==> src/rtl/mem_arbiter.sv <==
// Arbitrates one shared byte-lane data RAM between the fetch port and the MEM load/store port.
// MEM has priority; a saturating counter forces a fetch grant after STARVE_LIMIT MEM grants.
module mem_arbiter #(
  parameter int unsigned STARVE_LIMIT = 4
) (
  input  logic        clk_i,
  input  logic        rst_i,
  input  logic        if_req_i,
  input  logic [31:0] if_addr_i,
  output logic        if_ack_o,
  output logic [31:0] if_rdata_o,
  output logic        if_stall_o,
  input  logic        mem_req_i,
  input  logic        mem_we_i,
  input  logic [31:0] mem_addr_i,
  input  logic [3:0]  mem_sel_i,
  input  logic [31:0] mem_wdata_i,
  output logic        mem_ack_o,
  output logic [31:0] mem_rdata_o,
  output logic        mem_stall_o,
  output logic        ram_ce_o,
  output logic        ram_we_o,
  output logic [31:0] ram_addr_o,
  output logic [3:0]  ram_sel_o,
  output logic [31:0] ram_wdata_o,
  input  logic [31:0] ram_rdata_i
);

  localparam logic [3:0] Limit = 4'(STARVE_LIMIT);

  typedef enum logic [1:0] {StIdle, StAccess, StDone} state_e;

  state_e      state_q, state_d;
  logic [31:0] addr_q, addr_d;
  logic [3:0]  sel_q, sel_d;
  logic [31:0] wdata_q, wdata_d;
  logic        we_q, we_d;
  logic        owner_mem_q, owner_mem_d;
  logic [3:0]  starve_q, starve_d;
  logic        if_ack_q, if_ack_d;
  logic        mem_ack_q, mem_ack_d;
  logic [31:0] if_rdata_q, if_rdata_d;
  logic [31:0] mem_rdata_q, mem_rdata_d;
  logic        grant_mem;

  always_comb begin
    state_d     = state_q;
    addr_d      = addr_q;
    sel_d       = sel_q;
    wdata_d     = wdata_q;
    we_d        = we_q;
    owner_mem_d = owner_mem_q;
    starve_d    = starve_q;
    if_ack_d    = 1'b0;
    mem_ack_d   = 1'b0;
    if_rdata_d  = if_rdata_q;
    mem_rdata_d = mem_rdata_q;
    grant_mem   = 1'b0;

    unique case (state_q)
      StIdle: begin
        if (!if_req_i) starve_d = '0;
        if (if_req_i || mem_req_i) begin
          grant_mem   = mem_req_i && !(if_req_i && (starve_q == Limit));
          owner_mem_d = grant_mem;
          state_d     = StAccess;
          if (grant_mem) begin
            addr_d  = mem_addr_i;
            sel_d   = mem_sel_i;
            wdata_d = mem_wdata_i;
            we_d    = mem_we_i;
            if (if_req_i) starve_d = (starve_q >= Limit) ? Limit : starve_q + 4'd1;
          end else begin
            addr_d   = if_addr_i;
            sel_d    = 4'b1111;
            we_d     = 1'b0;
            starve_d = '0;
          end
        end
      end
      StAccess: begin
        // Read data and the ack are both registered so they appear together in StDone.
        if (!we_q) begin
          if (owner_mem_q) mem_rdata_d = ram_rdata_i;
          else             if_rdata_d  = ram_rdata_i;
        end
        if (owner_mem_q) mem_ack_d = 1'b1;
        else             if_ack_d  = 1'b1;
        state_d = StDone;
      end
      StDone:  state_d = StIdle;
      default: state_d = StIdle;
    endcase
  end

  always_ff @(posedge clk_i or posedge rst_i) begin
    if (rst_i) begin
      state_q     <= StIdle;
      addr_q      <= '0;
      sel_q       <= '0;
      wdata_q     <= '0;
      we_q        <= 1'b0;
      owner_mem_q <= 1'b0;
      starve_q    <= '0;
      if_ack_q    <= 1'b0;
      mem_ack_q   <= 1'b0;
      if_rdata_q  <= '0;
      mem_rdata_q <= '0;
    end else begin
      state_q     <= state_d;
      addr_q      <= addr_d;
      sel_q       <= sel_d;
      wdata_q     <= wdata_d;
      we_q        <= we_d;
      owner_mem_q <= owner_mem_d;
      starve_q    <= starve_d;
      if_ack_q    <= if_ack_d;
      mem_ack_q   <= mem_ack_d;
      if_rdata_q  <= if_rdata_d;
      mem_rdata_q <= mem_rdata_d;
    end
  end

  assign ram_ce_o    = (state_q == StAccess);
  assign ram_we_o    = ram_ce_o && we_q;
  assign ram_addr_o  = addr_q;
  assign ram_sel_o   = sel_q;
  assign ram_wdata_o = wdata_q;

  assign if_ack_o    = if_ack_q;
  assign mem_ack_o   = mem_ack_q;
  assign if_rdata_o  = if_rdata_q;
  assign mem_rdata_o = mem_rdata_q;
  assign if_stall_o  = if_req_i && !if_ack_q;
  assign mem_stall_o = mem_req_i && !mem_ack_q;

endmodule

==> config.mk <==
export PLATFORM = sky130hd
export DESIGN_NAME = mem_arbiter
export DESIGN_NICKNAME = d
export VERILOG_FILES = /design/src/rtl/mem_arbiter.sv
export SDC_FILE = /design/constraint.sdc
export NUM_CORES = 1
export LEC_CHECK = 0
export BUFFER_PORTS_ARGS = -buffer_cell sky130_fd_sc_hd__buf_2
export CAP_MARGIN = 20
export CORE_MARGIN = 8
export CORE_UTILIZATION = 34
export CTS_CLUSTER_SIZE = 25
export DETAILED_ROUTE_END_ITERATION = 10
export PLACE_DENSITY = 0.68
export SYNTH_ARGS = -nofsm -noshare
export SYNTH_HDL_FRONTEND = slang
export SYNTH_SLANG_ARGS = --single-unit
==> constraint.sdc <==
create_clock -name clk_i -period 13.5 [get_ports clk_i]
set_clock_uncertainty 0.05 [all_clocks]
set_input_delay 1.35 -clock clk_i [delete_from_list [all_inputs] [get_ports clk_i]]
set_output_delay 1.35 -clock clk_i [all_outputs]
set_load 0.01 [all_outputs]
==> results.cfg <==
[global_route]
antenna_found_initial = 2
grt_overflow = 0
grtUsageMet2_pct = 26.0
grt_usage_pct = 16.2
grt-busiest-layer = met2
met1_usage_pct = 19.1
grt_pass1_wl_mm = 27.9
grt_pass1_vias = 5198
grt_util_met3_pct = 5.66
grt_max_degree = 80

[cells_and_area]
final_cells = 952
fin_area_um2 = 8080
drive_above_1_share_pct = 56.9
final_nets = 852
areaGrowthSynthToFinish_pct = 37.7

[route]
wirelength_mm = 17.3
vias_per_cell = 4.93
drc = 0
dr.pass1.iters = 4
ant_nets = 0
first_iter_violations = 197
wire_per_inst_um = 18.2
via_count = 4696

[setup_path]
crit_arrival_ns = 2.31
path_max_fanout = 40
worstSetupPathType = input pin to output pin
crit_start = mem_req_i
start_kind = input pin
crit_required_ns = 12.10
reg2reg_from = starve_q[0]$_DFFE_PP0P_
cp-end-kind = output pin

[sta]
worstMarginPinSlew_ns = 0.926
fin_crit_ns = 3.71
maxSlewHeadroom_pct = 38.2
hold_violations = 0
maxSlewViolCount = 0
rsz0062_at_grt = false
hold_ws_ns = 0.433
timing.final.ws_setup_ns = 9.79
finalSetupTns_ns = 0
setup_violations = 0
fin_crit_sh_pct = 27.4
fmax_mhz = 270

[placed_design]
dp_worst_setup_slack_ns = 9.80
dpl_cell_area_um2 = 7420
hpwl_mm = 12.4
dp.cells = 918
numPortBuffers = 274
gp_congestion = 0.792

[job]
cap_violations = 0

[clock_network]
htreeDepth = 4
cts_tree = yes
cts_buffer_depth = 2
ctsHoldBuffers = 0
clk_pin_slew_worst_paths_ns = 0.06
post_cts_buffers = 0
worstSkewPairLatency_ns = 0.41
numCtsBuffers = 17
cts_sinks = 142
cts_resized = 0
cts-root-buf = clkbuf_16

[floorplan]
core_area_um2 = 17100
num_rows = 48
die_w_um = 147
start_util_pct = 34.4
die_area_um2 = 21700
io_pins = 275
die_y_um = 147

[synthesis]
synthesis.area_um2 = 5860
synth-seq-cells = 142
yosysMostFrequentCell = dfrtp_1
ys.flop_type = dfrtp_1
postSynthAreaPerCell_um2 = 13.1
ys_seq_area_share_pct = 60.6
synthArstFlopShare_pct = 100
yosysUniqueCellTypes = 32
synth_top_area_share_pct = 60.6
yosys-top-cells-area = dfrtp_1, mux2_2, o211ai_1
syn_nets = 588
ys_top_cells_by_count = dfrtp_1, mux2_2, o21ai_0
synth_edf_count = 0
synth.largest_area_cell = dfrtp_1
ys_warn_count = 0
synthCells = 449

[worst_hold_path]
hold_start = if_rdata_o[25]$_DFFE_PP0P_
min_path_type = flop to flop

[power]
vdd_drop_max_uv = 103
p_per_area_nw_per_um2 = 253
p_leak_uw = 0.00381

[run_status]
outcome = finished clean
## per-stage QoR
| step | total power, uW | utilization, % |
|---|---|---|
| finish | 2040 | 47.4 |
| global placement | 1540 | 43.5 |
| detailed placement | 1570 | 43.5 |
| CTS | 2070 | 47.2 |
| floorplan | 1220 | - |
| global route | 2180 | 47.3 |
## critical path: stages
cell     delay (ns)
buf_2          0.59
nor2b_1        0.20
buf_2          0.16
## layout make-up
class / count / area, um2
Fill cell: 1614 / 8980
Sequential cell: 142 / 3550
Tap cell: 225 / 282
Clock buffer: 18 / 439
Antenna cell: 1 / 2.50
Inverter: 7 / 31.3
Timing Repair Buffer: 283 / 1460
Multi-Input combinational cell: 262 / 2120
Clock inverter: 14 / 191
## where the power goes
| part | total (uW) | switching, uW | internal [uW] |
|---|---|---|---|
| registers | 745 | 106 | 640 |
| clock network | 497 | 183 | 314 |
| logic | 798 | 421 | 377 |
| total | 2040 | 709 | 1330 |
## per-layer routing
| layer | routed length [um] | part of all wire (%) | vias to the layer above |
|---|---|---|---|
| li1 | - | - | 2178 |
| met1 | 7110 | 41 | 2284 |
| met2 | 8450 | 49 | 195 |
| met3 | 1310 | 7.5 | 35 |
| met4 | 435 | 2.5 | 4 |
| met5 | 27 | 0.16 | - |
## path summary, 6_finish.rpt
path	end	slack, ns	cells past startpoint
worst max-delay path	mem_stall_o	9.79	3
worst min-delay path	if_rdata_o[25]$_DFFE_PP0P_	0.43	1
worst max register to register	ram_wdata_o[1]$_DFFE_PP0P_	10.81	6
worst min register to register	if_rdata_o[25]$_DFFE_PP0P_	0.43	1
max in group asynchronous	owner_mem_q$_DFFE_PP0P_	11.38	4
min in group asynchronous	ram_wdata_o[11]$_DFFE_PP0P_	0.95	2
## registers in the layout, indices dropped and copies added, names as in the netlist
register,flops
if_ack_o,1
state_q,2
mem_rdata_o,32
starve_q,4
ram_wdata_o,32
mem_ack_o,1
if_rdata_o,32
we_q,1
ram_addr_o,32
ram_sel_o,4
owner_mem_q,1
## placed cells by master, fill, tap and decap left out, types with 4 or more instances in the layout
cell type	count
nand4_1	33
buf_2	274
inv_1	6
o211ai_1	32
dfrtp_1	142
clkinvlp_4	4
o21ai_0	35
mux2_1	6
bufinv_16	4
buf_4	8
mux2_2	90
clkbuf_16	17
nand3_1	34
## cells by family after synthesis
group	after synthesis	share of synthesized area, %
buffers and inverters	45	3.58
muxes	96	18.4
AOI/OAI and AO/OA	75	8.11
DFF	142	60.6
and+or+nand+nor	89	8.85
adders and majority gates	2	0.427
No activity file was read; power rests on OpenSTA's default activity.
